==> src/rtl/note_sequencer.sv <==
// Melody step sequencer: plays a programmed list of (half-period, duration)
// steps. It drives a tone generator's period and enable, with a fixed one-tick
// articulation gap after each played note.
module note_sequencer #(
  parameter  int DEPTH    = 16,
  parameter  int TICK_DIV = 500000,
  localparam int AW       = (DEPTH > 1) ? $clog2(DEPTH) : 1
) (
  input  logic          clk,
  input  logic          reset,
  input  logic          wr_en,
  input  logic [AW-1:0] wr_addr,
  input  logic [16:0]   wr_period,
  input  logic [7:0]    wr_dur,
  input  logic [AW-1:0] length,
  input  logic          loop,
  input  logic          start,
  input  logic          stop,
  output logic          busy,
  output logic [AW-1:0] step,
  output logic [16:0]   period,
  output logic          sound,
  output logic          done
);

  localparam int              PW        = (TICK_DIV > 1) ? $clog2(TICK_DIV) : 1;
  localparam logic [PW-1:0]   PRESC_MAX = PW'(TICK_DIV - 1);

  typedef enum logic [1:0] {IDLE, FETCH, PLAY, GAP} state_t;

  // Pattern memory: half-period and duration per step
  logic [16:0] mem_period [DEPTH];
  logic [7:0]  mem_dur    [DEPTH];

  state_t        state_q;
  logic [AW-1:0] step_q;
  logic [AW-1:0] len_q;
  logic [16:0]   period_q;
  logic [7:0]    rem_q;
  logic [PW-1:0] presc_q;
  logic          busy_q;
  logic          sound_q;
  logic          done_q;

  // End-of-step decision shared by FETCH (skipped step) and GAP
  state_t        eos_state_d;
  logic [AW-1:0] eos_step_d;
  logic          eos_done_d;
  logic          eos_busy_d;

  // Fetched step data (read before any same-cycle write lands)
  logic [16:0]   fetch_period;
  logic [7:0]    fetch_dur;

  assign fetch_period = mem_period[step_q];
  assign fetch_dur    = mem_dur[step_q];

  // Pattern memory write port, honoured in every state
  always_ff @(posedge clk) begin
    if (wr_en) begin
      mem_period[wr_addr] <= wr_period;
      mem_dur[wr_addr]    <= wr_dur;
    end
  end

  // Next step after the current one finishes: advance, wrap on loop, or end the pass
  always_comb begin
    eos_state_d = FETCH;
    eos_step_d  = step_q;
    eos_done_d  = 1'b0;
    eos_busy_d  = 1'b1;
    if (step_q != len_q) begin
      eos_step_d = step_q + 1'b1;
    end else if (loop) begin
      eos_step_d = '0;
    end else begin
      eos_state_d = IDLE;
      eos_done_d  = 1'b1;
      eos_busy_d  = 1'b0;
    end
  end

  // Sequencer FSM with registered outputs
  always_ff @(posedge clk or posedge reset) begin
    if (reset) begin
      state_q  <= IDLE;
      step_q   <= '0;
      len_q    <= '0;
      period_q <= '0;
      rem_q    <= '0;
      presc_q  <= '0;
      busy_q   <= 1'b0;
      sound_q  <= 1'b0;
      done_q   <= 1'b0;
    end else begin
      done_q <= 1'b0;
      if (stop) begin
        // Abort wins over everything, including a simultaneous start
        state_q <= IDLE;
        step_q  <= '0;
        rem_q   <= '0;
        presc_q <= '0;
        busy_q  <= 1'b0;
        sound_q <= 1'b0;
      end else begin
        case (state_q)
          IDLE: begin
            sound_q <= 1'b0;
            if (start) begin
              state_q <= FETCH;
              step_q  <= '0;
              len_q   <= length;
              busy_q  <= 1'b1;
            end
          end
          FETCH: begin
            period_q <= fetch_period;
            rem_q    <= fetch_dur;
            presc_q  <= '0;
            if (fetch_dur != 8'd0) begin
              state_q <= PLAY;
              sound_q <= (fetch_period != 17'd0);
            end else begin
              // Zero-duration step is skipped without PLAY or GAP
              state_q <= eos_state_d;
              step_q  <= eos_step_d;
              done_q  <= eos_done_d;
              busy_q  <= eos_busy_d;
            end
          end
          PLAY: begin
            if (presc_q == PRESC_MAX) begin
              presc_q <= '0;
              if (rem_q == 8'd1) begin
                state_q <= GAP;
                sound_q <= 1'b0;
                rem_q   <= '0;
              end else begin
                rem_q <= rem_q - 8'd1;
              end
            end else begin
              presc_q <= presc_q + 1'b1;
            end
          end
          GAP: begin
            if (presc_q == PRESC_MAX) begin
              presc_q <= '0;
              state_q <= eos_state_d;
              step_q  <= eos_step_d;
              done_q  <= eos_done_d;
              busy_q  <= eos_busy_d;
            end else begin
              presc_q <= presc_q + 1'b1;
            end
          end
          default: begin
            state_q <= IDLE;
            busy_q  <= 1'b0;
            sound_q <= 1'b0;
          end
        endcase
      end
    end
  end

  assign busy   = busy_q;
  assign step   = step_q;
  assign period = period_q;
  assign sound  = sound_q;
  assign done   = done_q;

endmodule

==> config.mk <==
export PLATFORM = sky130hd
export DESIGN_NAME = note_sequencer
export DESIGN_NICKNAME = d
export VERILOG_FILES = /design/src/rtl/note_sequencer.sv
export SDC_FILE = /design/constraint.sdc
export NUM_CORES = 1
export LEC_CHECK = 0
export CAP_MARGIN = 25
export CORE_MARGIN = 4
export CORE_UTILIZATION = 45
export CTS_CLUSTER_SIZE = 16
export DETAILED_ROUTE_END_ITERATION = 10
export PLACE_DENSITY = 0.7
export SLEW_MARGIN = 30
export SYNTH_ARGS = -nofsm -noshare
export SYNTH_HDL_FRONTEND = slang
export SYNTH_SLANG_ARGS = --single-unit
==> constraint.sdc <==
create_clock -name clk -period 4.5 [get_ports clk]
set_clock_uncertainty 0.15 [all_clocks]
set_input_delay 0.45 -clock clk [delete_from_list [all_inputs] [get_ports clk]]
set_output_delay 0.45 -clock clk [all_outputs]
set_load 0.1 [all_outputs]
==> reports/results.ini, run 1 <==
[status]
outcome = finished, final reports clean

[power_and_ir_drop]
max-vdd-ir-drop_uv = 472
p_total_w = 0.0102
clkPwrFrac = 0.367
p_per_area_nw_per_um2 = 481
p_leak_nw = 6.79
cell_internal_pwr_w = 0.00745
combPwrFrac = 0.149
p_seq_frac = 0.484
p_switching_w = 0.00277
swShare = 0.271

[die]
start_util = 0.458
dieArea_um2 = 44000
ios = 63
design.core.area_um2 = 40000
die_height_um = 210
die_x_um = 210
rows = 73

[min_path]
hold_path_class = in -> async

[timing]
max_freq_mhz = 264
timing.final.ws_setup_ps = 714
hold_slack_ps = 178
hold_viol = 0
finalSetupViolCount = 0
finalSetupTns_ps = 0
period_share = 0.841
min_period_ps = 3790
rsz0062_at_grt = false
relSlewSlack = 0.334
tightest_slew_ps = 995
maxSlewViolCount = 0

[cts]
htree_levels = 2
clockBufferDepth = 3
cts-buffers-inserted = 45
clock_latency_ps = 560
cts_resized = 0
root_buffer = clkbuf_16
path_clk_slew_ps = 60
postCtsHoldBufs = 0
cts_setup_buffers = 0
cts_tree = built
clock_sinks = 457

[setup_path]
crit_family = simple AND/OR/NAND/NOR gates
worst-path-buf-inv = 2
path_cells = buf_4, buf_4, mux4_2, mux2i_1, mux2i_1, nor4_1, nand4_1, or4_1, a32o_1
critical_path_class = reg -> reg
cpMaxStageDelayCell = dfrtp_4
worstSetupEndpointType = flip-flop
critPathLaunchType = flip-flop
critical-path-max-stage-delay_ps = 630
crit_arrival_ps = 4080
cp.required_ps = 4800
critical_path.max_fanout = 20

[drt]
via_per_inst = 5.71
finalWirelength_um = 39900
drt_drc_violations_left = 0
postRouteAntennaNets = 0
vias = 9264
routedWlPerCell_um = 24.6
detail_route.iter0.violations = 1013
drtPass1Iterations = 7

[synth]
synth_seq_cells = 457
synth_nets = 1014
netlist_area_um2 = 18300
syn_area_per_cell_um2 = 19.0
ys_seq_area_frac = 0.734
ys_warn_count = 0
synth_edf_count = 400
yosys.cell_types.count = 56
synthArstFlopShare = 0.125
ys.flop_type = edfxtp_1
synthCells = 966

[finish]
layout-drive-gt1-share = 0.219
fillers = 3124
regArea_um2 = 13400
antenna_cells = 0
multiInputGateArea_um2 = 4710
nNetsFinal = 1112
final_common_cell = edfxtp_1
final_cells = 1623
final_cell_mix = 400 x edfxtp_1, 97 x mux4_2, 61 x clkdlybuf4s50_1, 54 x dfrtp_1, 52 x nand2_1
synthToLayoutAreaGrowth_pct = 16.2

[job]
drv_cap = 0

[place]
gp_congestion = 0.746
pre_cts_slack_ps = 620
portBuffers = 62
dp_hpwl_um = 23200
dp.cells = 1542

[grt]
grt_overflow = 0
antenna_found_initial = 3
grt_usage = 0.182
grt_pass1_wl_um = 60300
grt_max_degree = 56
first_global_vias = 9521

-- power by group through the flow --
stage                     sequential, W  clock, W  combinational, W
after floorplan                 0.00560         0          0.000496
after global placement          0.00503         0           0.00150
after detailed placement        0.00504         0           0.00152
after CTS                       0.00495   0.00382           0.00153
after global routing            0.00497   0.00402           0.00161
final                           0.00495   0.00375           0.00152
-- per-stage QoR --
step | utilization | instance area, µm²
after global placement | 0.494 | 19800
after floorplan | - | 18300
final | 0.532 | 21300
after CTS | 0.532 | 21300
after global routing | 0.532 | 21300
after detailed placement | 0.495 | 19800
-- Yosys cell counts, types with 12 or more instances --
master	count	area share
mux4_2	97	0.12
mux2_2	18	0.011
clkbuf_1	25	0.0051
nand3_1	16	0.0044
edfxtp_1	400	0.66
nor2_1	52	0.011
nor2b_1	12	0.0041
nand2_1	52	0.011
o21ai_0	25	0.0068
inv_1	15	0.0031
dfrtp_1	57	0.078
a21oi_1	17	0.0046
mux2i_1	34	0.019
-- logic make-up (layout without fill, tap and decap cells) --
logic type | Yosys count | count (layout) | synth area share
DFF | 457 | 457 | 0.734
and+or+nand+nor | 183 | 183 | 0.0478
muxes | 156 | 156 | 0.159
AOI/OAI and AO/OA | 79 | 79 | 0.0279
buffers and inverters | 61 | 193 | 0.0151
xor gates and xnor gates | 21 | 21 | 0.0100
adders and majority gates | 9 | 9 | 0.00615
-- registers in the layout (all words and copies together) (netlist names) --
name and cells:
presc_q 19, mem_dur 128, done 1, len_q 4
step 4, rem_q 8, period 17, mem_period 272
busy 1, state_q 2, sound 1
-- worst paths after layout --
check,from,end,slack (ps),cells past startpoint
min in group clk,period[10]$_DFFE_PP0P_,period[10]$_DFFE_PP0P_,330,2
worst min-delay path,reset,presc_q[3]$_DFFE_PP0P_,180,2
worst max-delay path,step[0]$_DFFE_PP0P_,sound$_DFFE_PP0P_,710,9
max in group asynchronous,reset,step[1]$_DFFE_PP0P_,3190,3
worst max register to register,step[0]$_DFFE_PP0P_,sound$_DFFE_PP0P_,710,9
worst min register to register,period[10]$_DFFE_PP0P_,period[10]$_DFFE_PP0P_,330,2
-- worst register-to-register path, stage by stage (launching register included) --
cell and delay (ps):
dfrtp_4 630, buf_4 450, buf_4 350, mux4_2 530, mux2i_1 150, mux2i_1 110, nor4_1 410, nand4_1 140
or4_1 490, a32o_1 270
-- per-layer routing --
layer	share of wire	track usage	vias up
met2	0.49	0.297	293
li1	-	-	4092
met4	0.015	0.0342	6
met5	0.0010	0	-
met3	0.064	0.0342	53
met1	0.43	0.262	4820
-- area by class of cell --
cell class / count / area share
clock inverters: 25 / 0.0128
inverters: 17 / 0.00306
flip-flops and latches: 457 / 0.632
multi-input cells: 448 / 0.222
well taps: 525 / 0.0309
clock buffers: 56 / 0.0563
repair buffers: 95 / 0.0434
Note: power is estimated with default switching activity, not from simulation.
==> inputs of run 2 (changes only) <==
--- a/config.mk
+++ b/config.mk
@@ -10,7 +10,7 @@
 export CORE_UTILIZATION = 45
 export CTS_CLUSTER_SIZE = 16
 export DETAILED_ROUTE_END_ITERATION = 10
-export PLACE_DENSITY = 0.7
+export PLACE_DENSITY = 0.72
 export SLEW_MARGIN = 30
 export SYNTH_ARGS = -nofsm -noshare
 export SYNTH_HDL_FRONTEND = slang
==> constraint.sdc (replaced) <==
create_clock -name clk -period 3.19 [get_ports clk]
set_clock_uncertainty 0.15 [all_clocks]
set_input_delay 0.319 -clock clk [delete_from_list [all_inputs] [get_ports clk]]
set_output_delay 0.319 -clock clk [all_outputs]
set_load 0.1 [all_outputs]
==> run 2 against run 1 <==
The flow now finishes with violations (setup timing). Wire length rose by 4.5%. Register-to-register slack worse by 720 ps. Hold slack better by 37 ps. First-iteration DRC count decreased by 11%. Largest cell class unchanged.
==> reports/results.ini, run 2 (synthesis results as in run 1) <==
[status]
outcome = finished, violations left  ; was finished, final reports clean
violations = setup timing

[finish]
final_cell_mix = 400 x edfxtp_1, 108 x buf_4, 100 x mux4_2, 54 x dfrtp_1, 51 x nand2_1  ; was 400 x edfxtp_1, 97 x mux4_2, 61 x clkdlybuf4s50_1, 54 x dfrtp_1, 52 x nand2_1
nNetsFinal = 1192  ; was 1112
antenna_cells = 0  ; unchanged
layout-drive-gt1-share = 0.309  ; was 0.219
synthToLayoutAreaGrowth_pct = 21.3  ; was 16.2%
fillers = 3030  ; was 3124
postLayoutCellArea_um2 = 22200  ; was 21300 µm²
largest_reg_flops = 272  ; unchanged
largest-register = mem_period  ; unchanged
reg_top3 = mem_period: 272 flops, mem_dur: 128 flops, presc_q: 19 flops  ; unchanged
final_common_cell = edfxtp_1  ; unchanged

[setup_path]
r2r_start = step[0]$_DFFE_PP0P_  ; unchanged
critical_path.max_fanout = 6  ; was 20
critPathLaunchType = flip-flop  ; unchanged
startpoint = step[0]$_DFFE_PP0P_  ; unchanged
worstSetupEndpointType = flip-flop  ; unchanged
critical_path_class = reg -> reg  ; unchanged
crit_arrival_ps = 3520  ; was 4080 ps
cp.required_ps = 3510  ; was 4800 ps

[die]
die_x_um = 210  ; unchanged
design.core.area_um2 = 40000  ; unchanged
dieArea_um2 = 44000  ; unchanged
rows = 73  ; unchanged
start_util = 0.458  ; unchanged
die_height_um = 210  ; unchanged
ios = 63  ; unchanged

[timing]
maxSlewViolCount = 0  ; unchanged
finalSetupViolCount = 1  ; was 0
rsz0062_at_grt = true  ; was false
tightest_slew_ps = 964  ; was 995 ps
min_period_ps = 3200  ; was 3790 ps
timing.final.ws_setup_ps = -9.40  ; was 714 ps
relSlewSlack = 0.356  ; was 0.334
max_freq_mhz = 313  ; was 264 MHz
hold_viol = 0  ; unchanged
hold_slack_ps = 215  ; was 178 ps
period_share = 1.00  ; was 0.841

[drt]
finalWirelength_um = 41700  ; was 39900 µm
drt_drc_violations_left = 0  ; unchanged
postRouteAntennaNets = 0  ; unchanged
vias = 9870  ; was 9264
via_per_inst = 5.79  ; was 5.71
routedWlPerCell_um = 24.4  ; was 24.6 µm
drtPass1Iterations = 4  ; was 7
detail_route.iter0.violations = 904  ; was 1013

[grt]
grt_pass1_wl_um = 62800  ; was 60300 µm
first_global_vias = 10173  ; was 9521
grt_max_degree = 32  ; was 56
grt_usage = 0.188  ; was 0.182
antenna_found_initial = 1  ; was 3
grt_overflow = 0  ; unchanged

[cts]
cts_tree = built  ; unchanged
root_buffer = clkbuf_16  ; unchanged
clock_latency_ps = 580  ; was 560 ps
cts-buffers-inserted = 45  ; unchanged
path_clk_slew_ps = 60  ; about the same
clockBufferDepth = 3  ; unchanged
htree_levels = 2  ; unchanged
clock_sinks = 457  ; unchanged

[place]
place_area_um2 = 20400  ; was 19800 µm²
portBuffers = 62  ; unchanged
gp_congestion = 0.807  ; was 0.746
pre_cts_slack_ps = -44.3  ; was 620 ps
dp_hpwl_um = 23900  ; was 23200 µm

[job]
drv_cap = 0  ; unchanged

[power_and_ir_drop]
max-vdd-ir-drop_uv = 915  ; was 472 µV
p_per_area_nw_per_um2 = 648  ; was 481 nW/µm²
p_leak_nw = 7.33  ; was 6.79 nW
p_total_w = 0.0144  ; was 0.0102 W

[min_path]
min_from = length[2]
hold_path_class = in -> reg  ; was in -> async

## run 2: worst paths after layout
kind	cells after the start	slack [ps]	endpoint
max in group asynchronous	4	1690	step[1]$_DFFE_PP0P_
worst max register to register	6	-9	sound$_DFFE_PP0P_
min in group asynchronous	3	560	presc_q[3]$_DFFE_PP0P_
worst min register to register	2	340	period[10]$_DFFE_PP0P_
worst min-delay path	2	210	len_q[2]$_DFFE_PP0P_
worst max-delay path	6	-9	sound$_DFFE_PP0P_
## run 2: layout make-up
cell class,count,area (µm²),share of cell area
Multi-Input combinational cell,448,4820,0.217
Sequential cell,457,13400,0.605
Inverter,17,63.8,0.00287
Tap cell,525,657,0.0296
Clock inverter,21,230,0.0104
Timing Repair Buffer,175,1750,0.0790
Clock buffer,63,1240,0.0560
## run 2: stage by stage
stage	setup TNS, ps	std cells	utilization
finish	-9.40	1706	0.555
floorplan	-374	966	-
detailed placement	-57.7	1607	0.510
CTS	-28.6	1696	0.549
global route	-176	1706	0.555
global placement	-39.7	1607	0.510
## run 2: timing repair
action                                  in CTS  in global routing
gates cloned                                 1                  2
hold buffers                                 1                  0
pin swaps                                    1                  7
endpoints found under the setup margin       6                  8
buffers inserted                             3                  8
gates resized for setup                      6                 22
endpoints found under the hold margin       21                  0
## run 2: layer usage
layer / vias up / wire length, µm / GRT usage
li1: 4244 / - / -
met1: 5136 / 17200 / 0.270
met2: 429 / 20000 / 0.297
met3: 59 / 3610 / 0.0386
met4: 2 / 850 / 0.0533
met5: - / 14 / 0
## run 2: worst max-delay path, stage by stage, from the launching register on
cell	delay, ps
dfrtp_4	460
buf_12	160
mux4_1	560
mux4_2	520
or4_4	530
or4_4	480
a32o_1	230
## run 2: where the power goes
part	total (W)	switching, W	internal, W
combinational	0.00223	0.00155	0.000675
sequential	0.00696	0.000157	0.00680
clock	0.00522	0.00223	0.00299
==> RTL change 1 (config.mk and constraints of run 2) <==
Change the parameter `DEPTH` from 16 to 8.
--- a/src/rtl/note_sequencer.sv
+++ b/src/rtl/note_sequencer.sv
@@ -2,7 +2,7 @@
 // steps. It drives a tone generator's period and enable, with a fixed one-tick
 // articulation gap after each played note.
 module note_sequencer #(
-  parameter  int DEPTH    = 16,
+  parameter  int DEPTH    = 8,
   parameter  int TICK_DIV = 500000,
   localparam int AW       = (DEPTH > 1) ? $clog2(DEPTH) : 1
 ) (
Interface: changed (resized length, step and wr_addr); port bits go from 63 to 60. No check against the original RTL was run, so the function may have changed too.
==> RTL change 1 against run 2 <==
Final cell count shrank 37%; final area shrank 44%; area after synthesis shrank 42%; wire length shrank 48%; die area shrank 41%; count of clock-buffer cells in the layout shrank 31; sequential cell count shrank 202; setup slack gained 0.40 ns; total power shrank 36%; clock power shrank 48%; critical path type unchanged; critical endpoint is now presc_q[14]$_DFFE_PP0P_; largest cell class unchanged.
==> RTL change 1: results (changes against run 2) <==
DRT_FIRST_ITER_VIOLATIONS=446  # -51%
WL_MET3_MM=1.13  # -69%
GRT_ANTENNA_BEFORE_REPAIR=0  # -1
GLOBAL_ROUTE.USAGE.MET1_PCT=23.1  # -3.9 points
CP_TOP_DELAY_FAMILY='simple AND/OR/NAND/NOR gates'
NON_CLOCK_INVERTER_COUNT=9  # -8
GROUTE.LAYER.MET2.USAGE_PCT=27.5  # -2.2 points
SHARE_OF_SYNTHESIZED_AREA_OCCUPIED_BY_FLIP_FLOPS_AND_LATCHES_PCT=69.6  # -3.8 points
ROUTE.LAYER.MET1.WL_MM=9.41  # -45%
DPL_WORST_SLACK_NS=0.441  # +0.486 ns
CPMAXSTAGEDELAYCELL='dfrtp_1'
VIAS_PER_CELL=5.49  # -5.1%
FF_LATCH_AREA_UM2=7390  # -45%
SWITCHING_SHARE_PCT=33.0  # +5.7 points
SYNTHXORXNORAREAFRAC_PCT=1.82  # +0.81 points
MULTI_INPUT_GATES=380  # -15%
OUTCOME='completed'
CRITICAL_PATH_ARRIVAL_NS=3.09  # -0.43 ns
HTREE_NUM_LEVELS=1  # -1
DIE_W_UM=162  # -23%
SEQ-CELL-SHARE_PCT=59.9  # -0.65 points
TIMING_WORST_SLEW_PIN_VALUE_NS=0.959  # -0.00474 ns
CLK-INSERTION-DELAY-LATE_NS=0.52  # -0.06 ns
CTS_SETUP_BUFFERS=0  # -3
CRIT_START='state_q[1]$_DFFE_PP0P_'
MAXUSEDROUTINGLAYER='met4'
SYNTH_COMPOUND_AREA_SHARE_PCT=5.65  # +2.9 points
PORT_BUFFERS=59  # -4.8%
WORST_IR_DROP_VDD_uV=689  # -25%
SLOWEST_DELAY_NS=0.43  # -0.13 ns
ROUTE.VIAS.TOTAL=5946  # -40%
DETAILROUTE.WIRELENGTH.MET2_MM=10.5  # -48%
CTS_INSERTED_BUFFERS=26  # -42%
MAXIMUM_NUMBER_OF_PINS_ON_ONE_NET_BEFORE_GLOBAL_ROUTE_REPAIR=35  # +9.4%
CLOCK_TREE_AREA_FRACTION_PCT=6.16  # -0.48 points
FRACTION_OF_SYNTHESIZED_AREA_IN_MULTIPLEXERS_PCT=12.0  # -3.9 points
POSTSYNTHNETCOUNT=722  # -29%
DESIGN.FINAL.NETS=801  # -33%
CTS_SINKS=255  # -44%
LAYOUT.BUFFER.NONCLOCK.AREA_SHARE_PCT=6.11  # -1.8 points
MULTI_INPUT_AREA_SHARE_PCT=24.4  # +2.7 points
SYN_AVG_CELL_AREA_UM2=15.7  # -17%
## RTL change 1: path summary, 6_finish.rpt
path / cells past startpoint / to / slack, ns
setup / recovery: 9 / presc_q[14]$_DFFE_PP0P_ / 0.39
hold / removal: 2 / period[4]$_DFFE_PP0P_ / 0.07
setup reg to reg: 9 / presc_q[14]$_DFFE_PP0P_ / 0.39
hold reg to reg: 2 / period[2]$_DFFE_PP0P_ / 0.36
max in group asynchronous: 3 / rem_q[2]$_DFFE_PP0P_ / 2.24
min in group clk: 2 / len_q[0]$_DFFE_PP0P_ / 0.27
## RTL change 1: worst reg2reg max path: cells and delay by family, from the launching register on
family / cells / cell delay, ns
flops: 1 / 0.43
compound gates: 1 / 0.15
simple gates: 6 / 1.53
fa+ha+maj: 1 / 0.35
buf+inv: 1 / 0.14
==> RTL change 2 (settings of run 2) <==
Without the edit above. The 4 states of `state_t` get a one-hot encoding in 4 bits.
--- a/src/rtl/note_sequencer.sv
+++ b/src/rtl/note_sequencer.sv
@@ -26,7 +26,7 @@
   localparam int              PW        = (TICK_DIV > 1) ? $clog2(TICK_DIV) : 1;
   localparam logic [PW-1:0]   PRESC_MAX = PW'(TICK_DIV - 1);
 
-  typedef enum logic [1:0] {IDLE, FETCH, PLAY, GAP} state_t;
+  typedef enum logic [3:0] {IDLE = 4'b0001, FETCH = 4'b0010, PLAY = 4'b0100, GAP = 4'b1000} state_t;
 
   // Pattern memory: half-period and duration per step
   logic [16:0] mem_period [DEPTH];
Function: no difference found for any inputs over 4 cycles, from zero or initial values and one cycle with reset high; so few cycles prove little.
==> RTL change 2 against run 2 <==
Setup slack better by 0.20 ns; wire length is 1.1% lower; non-clock buffer count is 59 lower; utilization is 2.0 points lower; critical path depth is 3 higher; area after synthesis is 0.37% higher; final cell count is 0.53% higher; final area is 3.3% lower; global-route usage is 0.16 points lower; fmax is 6.6% higher; worst hold slack better by 0.047 ns; total power is 1.6% lower; sequential cell count is 2 higher; largest power group unchanged.
==> RTL change 2: results (changes against run 2) <==
OUTCOME='completed'
MAXIMUM_NUMBER_OF_PINS_ON_ONE_NET_BEFORE_GLOBAL_ROUTE_REPAIR=57  # +78%
SYNTHXORXNORAREAFRAC_PCT=1.05  # +0.044 points
LAYOUT.FILLER_CELLS=3105  # +2.5%
CTS_SETUP_BUFFERS=0  # -3
POWER.COMBINATIONAL.FRACTION_PCT=15.2  # -0.3 points
MAXSLEWHEADROOM_PCT=35.5  # -0.052 points
MULTI_INPUT_GATES=518  # +16%
WL_MET3_MM=3.61  # about the same
FMAX_MHz=333  # +6.6%
SYNTH_ADDER_AREA_SHARE_PCT=0.272  # -0.34 points
SEQ_POWER_W=0.00698  # about the same
MULTI_INPUT_AREA_SHARE_PCT=21.8  # +0.15 points
SHARE_OF_SYNTHESIZED_AREA_OCCUPIED_BY_FLIP_FLOPS_AND_LATCHES_PCT=73.4  # about the same
N_SEQUENTIAL_CELL=459  # +0.44%
TIMING.REG2REG.SETUP_SLACK_NS=0.19  # +0.20 ns
GRT_PASS1_WL_MM=62.7  # -0.15%
DRIVE_GT1_SHARE_PCT=20.8  # -10 points
GLOBAL_ROUTE.USAGE.MET1_PCT=27.9  # +0.92 points
GR_UTIL_ALL_LAYERS_PCT=18.6  # -0.16 points
GRT_PASS1_VIAS=10100  # -0.53%
POSTSYNTHNETCOUNT=1083  # +6.8%
POST-SYNTH-TOP-AREA-FRACTION_PCT=65.4  # -0.24 points
HPWL_AFTER_DETAILED_PLACEMENT_MM=23.7  # -0.55%
CRITICAL_PATH_ARRIVAL_NS=3.29  # -0.23 ns
NUM-NONCLK-BUFFERS=116  # -34%
GROUTE.LAYER.MET2.USAGE_PCT=28.9  # -0.81 points
LAYOUT.BUFFER.NONCLOCK.AREA_SHARE_PCT=5.51  # -2.4 points
RTL change 2: changes by cell type in the layout (fill, tap and decap cells not counted), sizes merged, moves of 5 or more:
cell / before / now
a221oi: 0 / 28
a22oi: 6 / 29
a31oi: 0 / 8
buf: 132 / 76
ha: 9 / 4
mux2: 18 / 4
mux2i: 34 / 58
mux4: 104 / 75
nand2: 52 / 68
nor2: 52 / 66
nor2b: 12 / 7
nor3: 10 / 19
o21ai: 25 / 34
RTL change 2: stage by stage:
stage	cells	cell area [µm²]	hold slack, ns
after global routing	1715	21500	0.261
after CTS	1715	21400	0.246
final	1715	21500	0.262
after floorplan	1040	18400	0.268
after global placement	1631	20000	0.310
after detailed placement	1631	20000	0.319
RTL change 2: what timing repair did:
item	CTS	global route
gates resized for setup	0	6
endpoints found under the setup margin	0	3
hold endpoints to repair	13	0
hold buffers	1	0
